===== src/rtl/fwd_hazard_unit_if.sv =====
// rtl/fwd_hazard_unit_if.sv - ID-stage request and forwarding/stall response bundle for fwd_hazard_unit
interface fwd_hazard_unit_if #(
   parameter int REG_AW  = 5,
   parameter int NUM_SRC = 3,
   parameter int DEPTH   = 3,
   parameter int CNT_W   = 16
);
   localparam int SEL_W = $clog2(DEPTH + 1);

   logic                      id_valid;
   logic [NUM_SRC*REG_AW-1:0] id_src;
   logic [NUM_SRC-1:0]        id_src_used;
   logic [REG_AW-1:0]         id_dest;
   logic                      id_wb_en;
   logic                      id_mem_read;
   logic                      flush;
   logic                      hold;
   logic [NUM_SRC*SEL_W-1:0]  fwd_sel;
   logic                      stall;
   logic [CNT_W-1:0]          stall_cnt;

   modport master (
      output id_valid, id_src, id_src_used, id_dest, id_wb_en, id_mem_read, flush, hold,
      input  fwd_sel, stall, stall_cnt
   );

   modport slave (
      input  id_valid, id_src, id_src_used, id_dest, id_wb_en, id_mem_read, flush, hold,
      output fwd_sel, stall, stall_cnt
   );
endinterface


===== src/rtl/fwd_hazard_unit.sv =====
// rtl/fwd_hazard_unit.sv - forwarding select and load-use stall unit; FWD_PATH_EN enables forwarding, else full interlock
module fwd_hazard_unit #(
   parameter int REG_AW  = 5,
   parameter int NUM_SRC = 3,
   parameter int DEPTH   = 3,
   parameter int CNT_W   = 16
) (
   input  logic                clk,
   input  logic                rst,
   fwd_hazard_unit_if.slave    bus
);
   localparam int SEL_W = $clog2(DEPTH + 1);

   logic [DEPTH:1]     r_valid;
   logic [DEPTH:1]     r_wb_en;
   logic [REG_AW-1:0]  r_dest [1:DEPTH];
   logic [CNT_W-1:0]   r_stall_cnt;

   logic [DEPTH:1]     w_live;
   logic               w_stall;
   logic               w_accept;
   logic [NUM_SRC*SEL_W-1:0] w_fwd_sel;

`ifdef FWD_PATH_EN
   // Only the youngest entry's load flag can ever cause a stall, so it is not carried down the pipe.
   logic               r_e1_mem_read;
   logic [NUM_SRC-1:0] w_hit1;

   always_comb begin
      w_fwd_sel = '0;
      w_hit1    = '0;
      for (int k = 1; k <= DEPTH; k++)
         w_live[k] = r_valid[k] & r_wb_en[k] & (r_dest[k] != '0);
      for (int i = 0; i < NUM_SRC; i++) begin
         // Scan oldest to youngest so the youngest producer overwrites the select.
         for (int k = DEPTH; k >= 1; k--) begin
            if (bus.id_valid && bus.id_src_used[i] && w_live[k] &&
                (bus.id_src[i*REG_AW +: REG_AW] == r_dest[k])) begin
               w_fwd_sel[i*SEL_W +: SEL_W] = SEL_W'(k);
               if (k == 1) w_hit1[i] = 1'b1;
            end
         end
      end
      w_stall  = (|w_hit1) & r_e1_mem_read & ~bus.flush;
      w_accept = bus.id_valid & ~bus.flush & ~w_stall;
   end

   always_ff @(posedge clk or posedge rst) begin
      if (rst)
         r_e1_mem_read <= 1'b0;
      else if (!bus.hold)
         r_e1_mem_read <= w_accept & bus.id_mem_read;
   end

   assign bus.fwd_sel = w_fwd_sel;
`else
   logic w_any_hit;

   always_comb begin
      w_any_hit = 1'b0;
      w_fwd_sel = '0;
      for (int k = 1; k <= DEPTH; k++)
         w_live[k] = r_valid[k] & r_wb_en[k] & (r_dest[k] != '0);
      for (int i = 0; i < NUM_SRC; i++)
         for (int k = 1; k <= DEPTH; k++)
            if (bus.id_valid && bus.id_src_used[i] && w_live[k] &&
                (bus.id_src[i*REG_AW +: REG_AW] == r_dest[k]))
               w_any_hit = 1'b1;
      w_stall  = w_any_hit & ~bus.flush;
      w_accept = bus.id_valid & ~bus.flush & ~w_stall;
   end

   assign bus.fwd_sel = w_fwd_sel;
`endif

   always_ff @(posedge clk or posedge rst) begin
      if (rst) begin
         r_valid     <= '0;
         r_wb_en     <= '0;
         r_stall_cnt <= '0;
         for (int k = 1; k <= DEPTH; k++) r_dest[k] <= '0;
      end else if (!bus.hold) begin
         for (int k = 2; k <= DEPTH; k++) begin
            r_valid[k] <= r_valid[k-1];
            r_wb_en[k] <= r_wb_en[k-1];
            r_dest[k]  <= r_dest[k-1];
         end
         r_valid[1] <= w_accept;
         r_wb_en[1] <= w_accept & bus.id_wb_en;
         r_dest[1]  <= w_accept ? bus.id_dest : '0;
         if (w_stall && (r_stall_cnt != {CNT_W{1'b1}}))
            r_stall_cnt <= r_stall_cnt + 1'b1;
      end
   end

   assign bus.stall     = w_stall;
   assign bus.stall_cnt = r_stall_cnt;
endmodule

===== src/flat_wrapper.sv =====
// flat-port wrapper written by rule: the top's interface ports become plain ports
module fwd_hazard_unit_flat 
#(
   parameter int REG_AW  = 5,
   parameter int NUM_SRC = 3,
   parameter int DEPTH   = 3,
   parameter int CNT_W   = 16
)
  (clk, rst, bus_id_valid, bus_id_src, bus_id_src_used, bus_id_dest, bus_id_wb_en, bus_id_mem_read, bus_flush, bus_hold, bus_fwd_sel, bus_stall, bus_stall_cnt);
  fwd_hazard_unit_if #(.REG_AW(REG_AW), .NUM_SRC(NUM_SRC), .DEPTH(DEPTH), .CNT_W(CNT_W)) bus_i ();
  input  logic clk;
  input  logic rst;
  input wire logic [$bits(bus_i.id_valid)-1:0] bus_id_valid;
  input wire logic [$bits(bus_i.id_src)-1:0] bus_id_src;
  input wire logic [$bits(bus_i.id_src_used)-1:0] bus_id_src_used;
  input wire logic [$bits(bus_i.id_dest)-1:0] bus_id_dest;
  input wire logic [$bits(bus_i.id_wb_en)-1:0] bus_id_wb_en;
  input wire logic [$bits(bus_i.id_mem_read)-1:0] bus_id_mem_read;
  input wire logic [$bits(bus_i.flush)-1:0] bus_flush;
  input wire logic [$bits(bus_i.hold)-1:0] bus_hold;
  output wire logic [$bits(bus_i.fwd_sel)-1:0] bus_fwd_sel;
  output wire logic [$bits(bus_i.stall)-1:0] bus_stall;
  output wire logic [$bits(bus_i.stall_cnt)-1:0] bus_stall_cnt;
  assign bus_i.id_valid = bus_id_valid;
  assign bus_i.id_src = bus_id_src;
  assign bus_i.id_src_used = bus_id_src_used;
  assign bus_i.id_dest = bus_id_dest;
  assign bus_i.id_wb_en = bus_id_wb_en;
  assign bus_i.id_mem_read = bus_id_mem_read;
  assign bus_i.flush = bus_flush;
  assign bus_i.hold = bus_hold;
  assign bus_fwd_sel = bus_i.fwd_sel;
  assign bus_stall = bus_i.stall;
  assign bus_stall_cnt = bus_i.stall_cnt;
  fwd_hazard_unit #(.REG_AW(REG_AW), .NUM_SRC(NUM_SRC), .DEPTH(DEPTH), .CNT_W(CNT_W)) u_core (.clk(clk), .rst(rst), .bus(bus_i));
endmodule

===== config.mk =====
export PLATFORM = sky130hd
export DESIGN_NAME = fwd_hazard_unit_flat
export DESIGN_NICKNAME = d
export VERILOG_FILES = /design/src/rtl/fwd_hazard_unit_if.sv /design/src/rtl/fwd_hazard_unit.sv /design/src/flat_wrapper.sv
export SDC_FILE = /design/constraint.sdc
export NUM_CORES = 1
export LEC_CHECK = 0
export CORE_MARGIN = 2
export CORE_UTILIZATION = 40
export DETAILED_ROUTE_END_ITERATION = 12
export PLACE_DENSITY = 0.72
export SYNTH_ARGS = -nofsm -noshare
export SYNTH_HDL_FRONTEND = slang
export SYNTH_SLANG_ARGS = --single-unit

===== constraint.sdc =====
create_clock -name clk -period 2.4 [get_ports clk]
set_input_delay 0.6 -clock clk [delete_from_list [all_inputs] [get_ports clk]]
set_output_delay 0.6 -clock clk [all_outputs]
set_load 0.01 [all_outputs]

# Yosys cells after proc, flatten, opt, wreduce, memory -nomap -nowiden
# Cells that the tools add are included.
# totals
word_cells	66
out_inout_bits	23
register_bits	37
input_bits	30
# classes
mux	10
eq_ne	10
addsub	1
n_bitwise	13
n_reduce_logical	26
# op_table
operator	n
$eq A5 B5 Y1	9
$logic_and A1 B1 Y1	22
$add A16 B1 Y16 const B	1
$ne A16 B16 Y1 const B	1
$reduce_bool A5 Y1	3
$and A1 B1 Y1	10
$mux W1	9
$mux W5	1
$not A1 Y1	3
$reduce_and A2 Y1	1

# Longest topological paths before layout
# Gate-level depths: netlist of run 1.
# logic_depth
word_depth	17
ltp_mapped	9
mapped_depth_nobuf	8

# Worst setup path before layout of run 1
# OpenSTA, ideal clock, no wires.
# synth_path
path_kind	input-to-output
start	in bus_id_src[13]
end	out bus_stall
setup_slack_ns	0.000
required_time_ns	1.800
n_path_buf	0
arrival_ns	1.800
cell_stages	6
path_cell_list	xnor2_1 > nand4_1 > nor3_1 > or3_1 > a221oi_4 > nor2_1
# synth_via
elab_chain_len	6
elab_cells_between_ends	10
# synth_rtl
item	line_no	text
from (decl)	flat_wrapper.sv:14	input wire logic [$bits(bus_i.id_src)-1:0] bus_id_src;
$eq A5 B5 Y1	fwd_hazard_unit.sv:67	(bus.id_src[i*REG_AW +: REG_AW] == r_dest[k]))
$logic_and A1 B1 Y1	fwd_hazard_unit.sv:66	if (bus.id_valid && bus.id_src_used[i] && w_live[k] &&
$mux W1 (2 in series)	fwd_hazard_unit.sv:66	
$mux W1 *	fwd_hazard_unit.sv:66	
$and A1 B1 Y1 *	fwd_hazard_unit.sv:69	w_stall = w_any_hit & ~bus.flush;
to (decl)	flat_wrapper.sv:22	output wire logic [$bits(bus_i.stall)-1:0] bus_stall;
# Every way passes the cells marked *; elsewhere a longest branch is shown, timed or not.

# Worst setup path after layout of run 1
# layout_path
start	in bus_id_src[14]
end	reg u_core.r_stall_cnt[1], in the netlist u_core.bus.stall_cnt[1]
# layout_via
elab_chain_len	8
elab_cells_between_ends	12
# layout_rtl
item	line_no	text
$eq A5 B5 Y1	fwd_hazard_unit.sv:67	
$logic_and A1 B1 Y1	fwd_hazard_unit.sv:66	
$mux W1 (2 in series)	fwd_hazard_unit.sv:66	
$mux W1 *	fwd_hazard_unit.sv:66	
$and A1 B1 Y1 *	fwd_hazard_unit.sv:69	
$logic_and A1 B1 Y1 *	fwd_hazard_unit.sv:91	if (w_stall && (r_stall_cnt != {CNT_W{1'b1}}))
$reduce_and A2 Y1 (no line) *	-	
to (signal assigned)	fwd_hazard_unit.sv:92	r_stall_cnt <= r_stall_cnt + 1'b1;
to (decl)	fwd_hazard_unit.sv:17	logic [CNT_W-1:0] r_stall_cnt;
# Marked as above.
# A chain may end at the register's enable or synchronous reset.

==> results of run 1 <==
worst paths after layout:
kind	cells past startpoint	to	slack, ns
max in group asynchronous	3	u_core.r_dest[5]	1.33
min in group asynchronous	3	u_core.bus.stall_cnt[4]	0.72
hold reg to reg	1	u_core.bus.stall_cnt[5]	0.49
hold / removal	1	u_core.bus.stall_cnt[5]	0.49
setup reg to reg	11	u_core.bus.stall_cnt[1]	-0.23
setup / recovery	11	u_core.bus.stall_cnt[1]	-0.25
registers in the layout, summed over array words and instances, names as in the netlist:
name                  count
u_core.r_dest            15
u_core.bus.stall_cnt     16
u_core.r_valid            3
u_core.r_wb_en            3
metal layers:
metal  vias up  routed length [um]
met2        46                2500
met5         -                   0
li1        834                   -
met4         0                  61
met1       839                2480
met3         4                 187
cell type report:
class | instances | area [um^2]
Tap cell | 72 | 90.1
Clock inverter | 1 | 8.76
Fill cell | 477 | 2330
Multi-Input combinational cell | 149 | 1320
Inverter | 1 | 3.75
Clock buffer | 7 | 96.3
Timing Repair Buffer | 77 | 687
Sequential cell | 37 | 933
per-stage QoR:
step           worst slack, ns  utilization (%)
6_report                -0.252             57.4
5_1_grt                 -0.326             57.4
4_1_cts                 -0.233             55.6
3_5_place_dp            -0.919             52.9
3_3_place_gp            -0.912             52.9
2_1_floorplan           0.0164                -
cells by family (layout without fill, tap and decap cells):
kind of cell / after synthesis / after routing / synth area share [%]
mux: 15 / 15 / 7.49
fa+ha+maj: 1 / 1 / 0.555
compound gates: 12 / 12 / 5.99
simple gates: 55 / 55 / 15.8
other cells: 1 / 6 / 0.166
flops: 37 / 37 / 41.0
xor+xnor: 60 / 60 / 23.3
buf+inv: 21 / 86 / 5.71
cell usage in the layout (no fill, tap or decap), drive strengths merged, types with 7 or more instances in the layout:
master / count
dfrtp: 37
xor2: 12
xnor2: 48
buf: 40
nand4: 13
clkbuf: 8
mux2: 15
clkdlybuf4s50: 25
nand2: 8
or3: 7
clkdlybuf4s15: 8
report_power, final:
| part | leakage (uW) | internal (uW) | switching [uW] |
|---|---|---|---|
| registers | 0.000496 | 654 | 45.0 |
| clock network | 0.0000549 | 265 | 217 |
| logic | 0.000859 | 164 | 116 |
what timing repair did:
item / 4_1_cts / 5_1_grt
gates resized for setup: 71 / 23
setup buffers: 2 / 4
pin swaps: 6 / 17
hold endpoints to repair: 0 / 0
cloned: 0 / 0
setup endpoints to repair: 24 / 23
worst register-to-register path, cell delays in order (launching register included):
cell	delay, ns
dfrtp_2	0.42
buf_12	0.14
xnor2_2	0.11
nand4_1	0.12
or3_4	0.42
a31oi_4	0.21
a221oi_4	0.06
buf_4	0.15
buf_6	0.13
nor4_4	0.26
buf_6	0.19
mux2_4	0.31
==> impl_metrics.toml, run 1 <==
[timing]
tns_ns = -2.50
clock-skew-final_ns = 0.00450
timing.hold.ws_ns = 0.491
min_period_over_period_pct = 111
finalCriticalPeriod_ns = 2.65
grt_setup_unrepaired = "yes"
setup_ws_ns = -0.252
drv_slew = 0
max_clock_freq_ghz = 0.377
setup_viol = 17
hold_violations = 0

[cts]
clk_pin_slew_ns = 0.07
cts_tree = "yes"
clock_latency_ns = 0.28
ctsHoldBuffers = 0
root_buffer = "clkbuf_8"
htreeDepth = 2
clock-sinks = 37
tritoncts.num_buffers = 5
clockBufferDepth = 2

[power_and_ir_drop]
power_uw = 1460
ir_drop_mv = 0.303
power_density_mw_per_mm2 = 465
p_leak_uw = 0.00141

[drt]
ant_nets = 0
drtIter0Drc = 115
viasPerCell = 5.01
vias = 1723
drt-total-wl_um = 5230
drcViolationCount = 0
first_pass_iters = 4
wl_per_cell_um = 15.2

[global_route]
track_usage_pct = 17.4
grt_overflow = 0
grt_pass1_wl_um = 8350
grt_max_degree = 38
gr-usage-met2_pct = 26.8
use_met1_pct = 25.1
antenna_found_initial = 0
grt_pass1_vias = 1699
globalRouteMet3Util_pct = 3.30
top_usage_layer = "met2"

[setup_path]
cp-end-kind = "register"
worstSetupPathType = "input pin to register"
cp-start-kind = "input pin"
cp_data_required_time_ns = 2.57
timing.rr.start = "u_core.r_dest[13]"
cp_data_arrival_time_ns = 2.82
cp_common_cell = "buf_6"
cp_max_fo = 8
critPathBufInv = 4
crit_family = "simple AND/OR/NAND/NOR gates"
crit_chain = "clkdlybuf4s15_2 > xnor2_1 > nand4_1 > or3_4 > a31oi_4 > a221oi_4 > buf_4 > buf_6 > nor4_4 > buf_6 > mux2_4"
critPathMaxStageDelay_ns = 0.42
cpMaxStageDelayCell = "or3_4"
crit_start = "bus_id_src[14]"

[layout]
n_antenna_cell = 0
postLayoutCellArea_mm2 = 0.00314
syn_to_final_growth_pct = 39.2
nets = 302
finalNonFillerCells = 344
final_layout_size_suffix_gt1_share_pct = 36.8

[synth]
ys_seq_elements = 37
synthCells = 202
synth_top_cells_by_count = "xnor2_1, dfrtp_1, mux2_2"
async_flop_share_pct = 100
synth_most_common_cell = "xnor2_1"
netlist_area_mm2 = 0.00226
post_synth_num_cell_types = 34
synth_edf_count = 0
synth_area_leader_cell = "dfrtp_1"
synthTopCellsByArea = "dfrtp_1, xnor2_1, mux2_2"
synth_top_area_share_pct = 41.0
synth-seq-area-share_pct = 41.0
yosys_warnings = 0
synthFlopType = "dfrtp_1"
synth_area_per_cell_um2 = 11.2

[floorplanning]
die_w_um = 79.1
die-area_mm2 = 0.00626
io_pins = 53
core_area_mm2 = 0.00547
initial_core_util_pct = 41.2
die_y_um = 79.1
rows = 27

[hold_path]
hp-start = "u_core.bus.stall_cnt[5]"
hp-class = "register to register"

[status]
violations = "setup timing"
outcome = "complete, but fails checks"

[placed_design]
dpl.cell_count = 331
gp_congestion = 0.917
dpl-instance-area_mm2 = 0.00290
port_buffers = 45
dp_hpwl_um = 3920

[job]
maxCapViolCount = 0
No activity file was read; power rests on OpenSTA's default activity.
==> run 2, diff against run 1 <==
--- a/config.mk
+++ b/config.mk
@@ -8,6 +8,7 @@
 export CORE_MARGIN = 2
 export CORE_UTILIZATION = 40
 export DETAILED_ROUTE_END_ITERATION = 12
+export HOLD_SLACK_MARGIN = 0.15
 export PLACE_DENSITY = 0.72
 export SYNTH_ARGS = -nofsm -noshare
 export SYNTH_HDL_FRONTEND = slang
==> results of run 2 <==
The final DEF is identical to that of run 1; final timing and power are the same.
